## src/rtl/dma_pkg.sv

```systemverilog
// Shared DMA definitions: AXI encodings, default widths, read-engine states
// and the status bundle the read engine reports to the CSR block.
package dma_pkg;

  localparam int LENGTH_W    = 32;
  localparam int AXI_LEN_W   = 8;
  localparam int PERF_CNTR_W = 64;
  localparam bit ENABLE_ERROR = 1'b1;

  localparam logic [1:0] BURST_INCR = 2'b01;

  localparam logic [1:0] OKAY   = 2'b00;
  localparam logic [1:0] EXOKAY = 2'b01;
  localparam logic [1:0] SLVERR = 2'b10;
  localparam logic [1:0] DECERR = 2'b11;

  // Bit positions of each state inside the one-hot state vector
  typedef enum int unsigned {
    IDLE_IDX       = 0,
    ADDR_SETUP_IDX = 1,
    RD_DATA_IDX    = 2,
    DONE_IDX       = 3,
    ERROR_IDX      = 4
  } t_rd_state_idx;

  typedef enum logic [4:0] {
    RD_IDLE       = 5'(1 << IDLE_IDX),
    RD_ADDR_SETUP = 5'(1 << ADDR_SETUP_IDX),
    RD_DATA       = 5'(1 << RD_DATA_IDX),
    RD_DONE       = 5'(1 << DONE_IDX),
    RD_ERROR      = 5'(1 << ERROR_IDX)
  } t_rd_state;

  typedef struct packed {
    logic                   busy;
    logic                   rd_rsp_err;
    logic                   stopped_on_error;
    t_rd_state              state;
    logic [PERF_CNTR_W-1:0] clk_cnt;
    logic [PERF_CNTR_W-1:0] valid_cnt;
  } t_dma_rd_status;

endpackage

```

## src/rtl/read_src_fsm.sv

```systemverilog
// DMA read engine: splits one descriptor into AXI INCR read bursts, one
// outstanding at a time, and pushes every good returned beat into the data FIFO.
module read_src_fsm #(
  parameter int DATA_W       = 512,
  parameter int ADDR_W       = 64,
  parameter int LENGTH_W     = dma_pkg::LENGTH_W,
  parameter int AXI_LEN_W    = dma_pkg::AXI_LEN_W,
  parameter int PERF_CNTR_W  = dma_pkg::PERF_CNTR_W,
  parameter bit ENABLE_ERROR = dma_pkg::ENABLE_ERROR
) (
  input  logic                   clk,
  input  logic                   reset_n,
  input  logic                   desc_go,
  input  logic                   desc_fifo_not_empty,
  input  logic [ADDR_W-1:0]      desc_src_addr,
  input  logic [LENGTH_W-1:0]    desc_length,
  input  logic                   reset_dispatcher,
  output logic                   arvalid,
  input  logic                   arready,
  output logic [ADDR_W-1:0]      araddr,
  output logic [AXI_LEN_W-1:0]   arlen,
  output logic [2:0]             arsize,
  output logic [1:0]             arburst,
  input  logic                   rvalid,
  output logic                   rready,
  input  logic [DATA_W-1:0]      rdata,
  input  logic [1:0]             rresp,
  input  logic                   rlast,
  output logic                   fifo_wr_en,
  output logic [DATA_W-1:0]      fifo_wr_data,
  input  logic                   fifo_full,
  output logic                   rd_fsm_done,
  output logic                   busy,
  output logic                   rd_rsp_err,
  output logic                   stopped_on_error,
  output logic [4:0]             rd_state,
  output logic [PERF_CNTR_W-1:0] rd_src_clk_cnt,
  output logic [PERF_CNTR_W-1:0] rd_src_valid_cnt
);

  import dma_pkg::*;

  localparam int BPB   = DATA_W / 8;
  localparam int CNT_W = LENGTH_W - AXI_LEN_W;
  localparam logic [ADDR_W-1:0] BURST_STRIDE = ADDR_W'(BPB) << AXI_LEN_W;

  t_rd_state              state_q, state_d;
  logic [ADDR_W-1:0]      araddr_q;
  logic [AXI_LEN_W-1:0]   arlen_q;
  logic [CNT_W-1:0]       burst_cnt_q;
  logic [CNT_W-1:0]       last_burst_q;
  logic                   err_pending_q;
  logic                   busy_q;
  logic                   rsp_err_q;
  logic [PERF_CNTR_W-1:0] clk_cnt_q;
  logic [PERF_CNTR_W-1:0] valid_cnt_q;

  logic [LENGTH_W-1:0]    len_m1;
  logic [CNT_W-1:0]       desc_last_burst;
  logic [CNT_W-1:0]       burst_cnt_inc;
  logic [AXI_LEN_W-1:0]   tail_arlen;
  logic                   beat_acc;
  logic                   beat_err;
  logic                   err_now;

  // The last burst index is kept instead of the burst count so a maximal
  // descriptor length cannot overflow the CNT_W-bit counter.
  assign len_m1          = desc_length - 1'b1;
  assign desc_last_burst = len_m1[LENGTH_W-1:AXI_LEN_W];
  assign tail_arlen      = len_m1[AXI_LEN_W-1:0];
  assign burst_cnt_inc   = burst_cnt_q + 1'b1;

  assign araddr           = araddr_q;
  assign arlen            = arlen_q;
  assign arsize           = 3'($clog2(BPB));
  assign arburst          = BURST_INCR;
  assign fifo_wr_data     = rdata;
  assign busy             = busy_q;
  assign rd_rsp_err       = rsp_err_q;
  assign stopped_on_error = (state_q == RD_ERROR);
  assign rd_state         = state_q;
  assign rd_src_clk_cnt   = clk_cnt_q;
  assign rd_src_valid_cnt = valid_cnt_q;

  // State register
  always_ff @(posedge clk) begin
    if (!reset_n) state_q <= RD_IDLE;
    else          state_q <= state_d;
  end

  // Next-state decode and the combinational AXI/FIFO handshake outputs
  always_comb begin
    state_d     = state_q;
    arvalid     = 1'b0;
    rready      = 1'b0;
    beat_acc    = 1'b0;
    beat_err    = 1'b0;
    err_now     = 1'b0;
    fifo_wr_en  = 1'b0;
    rd_fsm_done = 1'b0;
    case (state_q)
      RD_IDLE: begin
        if (desc_go && desc_fifo_not_empty)
          state_d = (desc_length == '0) ? RD_DONE : RD_ADDR_SETUP;
      end
      RD_ADDR_SETUP: begin
        arvalid = 1'b1;
        if (arready) state_d = RD_DATA;
      end
      RD_DATA: begin
        rready     = !fifo_full;
        beat_acc   = rvalid && !fifo_full;
        beat_err   = ENABLE_ERROR && beat_acc && (rresp != OKAY);
        err_now    = err_pending_q || beat_err;
        fifo_wr_en = beat_acc && !err_now;
        if (beat_acc && rlast) begin
          if (err_now)                          state_d = RD_ERROR;
          else if (burst_cnt_q != last_burst_q) state_d = RD_ADDR_SETUP;
          else                                  state_d = RD_DONE;
        end
      end
      RD_DONE: begin
        rd_fsm_done = 1'b1;
        state_d     = RD_IDLE;
      end
      RD_ERROR: begin
        if (reset_dispatcher) state_d = RD_IDLE;
      end
      default: state_d = RD_IDLE;
    endcase
  end

  // Burst address/length bookkeeping, status flags and performance counters
  always_ff @(posedge clk) begin
    if (!reset_n) begin
      araddr_q      <= '0;
      arlen_q       <= '0;
      burst_cnt_q   <= '0;
      last_burst_q  <= '0;
      err_pending_q <= 1'b0;
      busy_q        <= 1'b0;
      rsp_err_q     <= 1'b0;
      clk_cnt_q     <= '0;
      valid_cnt_q   <= '0;
    end else begin
      case (state_q)
        RD_IDLE: begin
          if (state_d == RD_ADDR_SETUP) begin
            araddr_q      <= desc_src_addr;
            arlen_q       <= (desc_last_burst == '0) ? tail_arlen : '1;
            burst_cnt_q   <= '0;
            last_burst_q  <= desc_last_burst;
            err_pending_q <= 1'b0;
            busy_q        <= 1'b1;
            clk_cnt_q     <= '0;
            valid_cnt_q   <= '0;
          end
        end
        RD_ADDR_SETUP: begin
          clk_cnt_q <= clk_cnt_q + 1'b1;
        end
        RD_DATA: begin
          clk_cnt_q <= clk_cnt_q + 1'b1;
          if (beat_acc) valid_cnt_q <= valid_cnt_q + 1'b1;
          if (beat_err) begin
            err_pending_q <= 1'b1;
            rsp_err_q     <= 1'b1;
          end
          if (state_d == RD_ADDR_SETUP) begin
            araddr_q    <= araddr_q + BURST_STRIDE;
            burst_cnt_q <= burst_cnt_inc;
            arlen_q     <= (burst_cnt_inc == last_burst_q) ? tail_arlen : '1;
          end
        end
        RD_DONE: begin
          busy_q <= 1'b0;
        end
        RD_ERROR: begin
          if (reset_dispatcher) begin
            err_pending_q <= 1'b0;
            rsp_err_q     <= 1'b0;
            busy_q        <= 1'b0;
          end
        end
        default: ;
      endcase
    end
  end

endmodule

```

## config.mk

```make
export PLATFORM = sky130hd
export DESIGN_NAME = read_src_fsm
export DESIGN_NICKNAME = d
export VERILOG_FILES = /design/src/rtl/dma_pkg.sv /design/src/rtl/read_src_fsm.sv
export SDC_FILE = /design/constraint.sdc
export NUM_CORES = 1
export LEC_CHECK = 0
export CORE_AREA = 4 4 525 527
export DETAILED_ROUTE_END_ITERATION = 8
export DIE_AREA = 0 0 529 531
export SLEW_MARGIN = 20
export SYNTH_ARGS = -nofsm -noshare
export SYNTH_HDL_FRONTEND = slang
export SYNTH_SLANG_ARGS = --single-unit
```

## constraint.sdc

```tcl
create_clock -name clk -period 3.35 [get_ports clk]
set_clock_uncertainty 0.05 [all_clocks]
set_input_delay 0.67 -clock clk [delete_from_list [all_inputs] [get_ports clk]]
set_output_delay 0.67 -clock clk [all_outputs]
set_load 0.02 [all_outputs]
```

==> flow_summary_export.csv <==
group,metric,value,unit
route,firstDrtPassIters,5,
global_routing,grt_usage,0.130,
timing,finalHoldViolations,0,
clock_network,cts.clk_slew.worst_paths,0.06,ns
finish,regArea,5120,um2
clock_network,clk_latency,0.62,ns
yosys,synth_top_area_cell,"dfxtp_1",
yosys,synth_cell_types,78,
yosys,yosysMostFrequentCell,"buf_4",
clock_network,cts_root_buffer,"clkbuf_16",
yosys,ys_seq_area_frac,0.276,
worst_setup_path,worstPathCellList,"clkdlybuf4s50_1 > inv_1 > ha_1 > or3b_1 > buf_12 > nor4_4 > and4_1 > nor2_4 > o31a_2 > buf_12 > nand4_1 > xor2_1 > nor2_1",
timing,finalCriticalPeriod,3.23,ns
timing,setup_viol,0,
placed_design,dp_hpwl,173000,um
clock_network,numCtsBuffers,37,
yosys,synth_top_area_frac,0.276,
die,dieHeight,531,um
timing,grt_setup_unrepaired,"false",
timing,tns,0,ns
timing,slew_violations,0,
global_routing,antenna_found_initial,38,
yosys,synth_flop_cell,"dfxtp_1",
clock_network,cts_tree,"built",
clock_network,cts.htree.levels,2,
power_and_ir_drop,power.share.sequential,0.375,
yosys,synth_area,18600,um2
yosys,synthTopCellsByArea,"dfxtp_1 28%, buf_4 21%, nand2_1 4.5%",
power_and_ir_drop,powerDensity,350,nW/um2
yosys,synth_cells,2477,
power_and_ir_drop,p_leak,7.66,nW
die,die_w,529,um
route,routed_wl,193000,um
clock_network,clkSinkCount,256,
power_and_ir_drop,ir_drop,0.273,mV
finish,final_cells,5982,
hold_path,hold_path_class,"reg2reg",
yosys,synth_commonest_cells,"521 x buf_4, 256 x dfxtp_1, 224 x nand2_1",
yosys,synthArstFlopShare,0,
clock_network,clock_path_buffers,3,
timing,fin_crit_sh,0.965,
timing,fmax,309,MHz
route,via_count,17700,
power_and_ir_drop,intPower,6.01,mW
power_and_ir_drop,power_switching,2.62,mW
placed_design,io_buffers,318,
die,dieArea,281000,um2
finish,final_nets,2994,
route,ant_nets,0,
global_routing,gr-total-overflow,0,
worst_setup_path,worstSetupStartpointType,"input pin",
status,outcome,"completed",
power_and_ir_drop,p_clk_frac,0.481,
worst_setup_path,slowest_delay,0.45,ns
yosys,syn_area_per_cell,7.50,um2
die,ioPinCount,1348,
job,drv_cap,0,
yosys,ys_seq_elements,256,
die,fp-row-count,191,
power_and_ir_drop,pwr-share-comb,0.144,
placed_design,placed_cells,5900,
global_routing,grt_pass1_wl,228000,um
yosys,synth_edf_count,0,
finish,fillers,31600,
power_and_ir_drop,p_sw_frac,0.304,
global_routing,grt_max_degree,59,
finish,syn_to_final_growth,32.9,%
route,drt_iter0_drc,1447,
route,wl_per_cell,32.2,um
worst_setup_path,arrival,3.67,ns
worst_setup_path,endpoint_kind,"flop",
worst_setup_path,critPathSlowestCell,"clkdlybuf4s50_1",
route,via_per_inst,2.96,
worst_setup_path,required,3.79,ns
die,start_util,0.0686,
timing,slew_headroom,0.357,
worst_setup_path,crit_type,"in2reg",
worst_setup_path,cpMostUsedCell,"buf_12",
worst_setup_path,crit_fanout,34,
placed_design,globalplace.congestion,0.848,
global_routing,grt_pass1_vias,16100,
timing,worst_pin_slew,0.965,ns
route,drc_errors,0,
finish,multi_input_area,9050,um2
finish,layout-drive-gt1-share,0.126,
yosys,synth_warnings,0,
die,core,271000,um2
## state kept, by name, indices dropped and copies added, names as in the netlist
| register | cells |
|---|---|
| busy | 1 |
| rd_rsp_err | 1 |
| burst_cnt_q | 24 |
| err_pending_q | 1 |
| arlen | 8 |
| rd_src_clk_cnt | 64 |
| last_burst_q | 24 |
| araddr | 64 |
| rd_src_valid_cnt | 64 |
| rd_state | 5 |
## kinds of logic (layout without fill, tap and decap cells)
logic type,Yosys count,count (layout),synth area share
other cells,2,22,0.000404
mux,2,2,0.00115
buf+inv,663,578,0.242
compound gates,517,517,0.175
simple gates,930,930,0.254
xor+xnor,102,102,0.0481
fa+ha+maj,5,5,0.00337
flops,256,256,0.276
## path summary, 6_finish.rpt
| path | start | endpoint | slack [ns] | cells past startpoint |
|---|---|---|---|---|
| setup / recovery | desc_length[0] | rd_src_valid_cnt[49] | 0.12 | 13 |
| hold / removal | araddr[0] | araddr[0] | 0.41 | 2 |
| setup reg to reg | rd_state[3] | araddr[30] | 0.21 | 10 |
| hold reg to reg | araddr[0] | araddr[0] | 0.41 | 2 |
## per-stage QoR
| stage | setup slack, ns | utilization | hold WS (ns) | cell area, um2 | total power [mW] |
|---|---|---|---|---|---|
| 2_1_floorplan | 0.233 | - | 0.436 | 18600 | 4.71 |
| 3_3_place_gp | -0.521 | 0.0865 | 0.401 | 23400 | 4.56 |
| 3_5_place_dp | -0.508 | 0.0865 | 0.408 | 23400 | 4.56 |
| 4_1_cts | 0.0489 | 0.0910 | 0.416 | 24600 | 8.87 |
| 5_1_grt | 0.0239 | 0.0911 | 0.428 | 24700 | 9.02 |
| 6_report | 0.119 | 0.0912 | 0.414 | 24700 | 8.63 |
## cells in the final DEF, fill, tap and decap left out, types with 23 or more instances in the layout
master | netlist | final
xor2_1 | 55 | 55
nand2_1 | 224 | 221
and3_1 | 48 | 48
buf_4 | 521 | 163
and2_1 | 29 | 29
clkdlybuf4s50_1 | 0 | 311
nor2_1 | 219 | 217
o211a_1 | 24 | 24
xnor2_1 | 47 | 47
clkbuf_16 | 0 | 37
nor2b_1 | 25 | 25
nor4_1 | 37 | 37
a21oi_1 | 119 | 118
a21boi_0 | 23 | 23
nand4_1 | 70 | 70
a31oi_1 | 58 | 58
o21ai_0 | 163 | 163
dfxtp_1 | 256 | 256
nor3_1 | 68 | 68
nand3_1 | 97 | 97
## what timing repair did
action                                  in CTS  in global routing
buffers inserted                             1                  0
endpoints found under the setup margin       1                  7
hold buffers                                 0                  0
pin swaps                                    1                  0
resized for setup                            0                  4
## per-layer routing
metal	track usage	wire length, um	vias to the layer above	part of all wire
li1	-	-	7989	-
met3	0.201	63800	423	0.33
met5	0	140	-	0.00073
met2	0.189	78400	1388	0.41
met1	0.0740	38300	7881	0.20
met4	0.0689	12100	22	0.063
## power by group through the flow
stage | registers, mW | logic, mW | clock network [mW]
finish | 3.24 | 1.24 | 4.15
global route | 3.25 | 1.34 | 4.43
CTS | 3.23 | 1.26 | 4.37
detailed placement | 3.30 | 1.26 | 0
global placement | 3.30 | 1.26 | 0
floorplan | 3.34 | 1.37 | 0
## worst max-delay path: cells and delay by family
family,cells,cell delay (ns)
compound gates,1,0.37
xor+xnor,1,0.16
fa+ha+maj,1,0.20
buf+inv,4,0.88
simple gates,6,1.34
## final cells by class
class | instances | area share
flip-flops and latches | 256 | 0.208
inverters | 21 | 0.00319
repair buffers | 493 | 0.191
well taps | 3570 | 0.181
diodes | 17 | 0.00172
clock buffers | 45 | 0.0408
clock inverters | 19 | 0.00821
multi-input cells | 1561 | 0.367
Note: power is estimated with default switching activity, not from simulation.
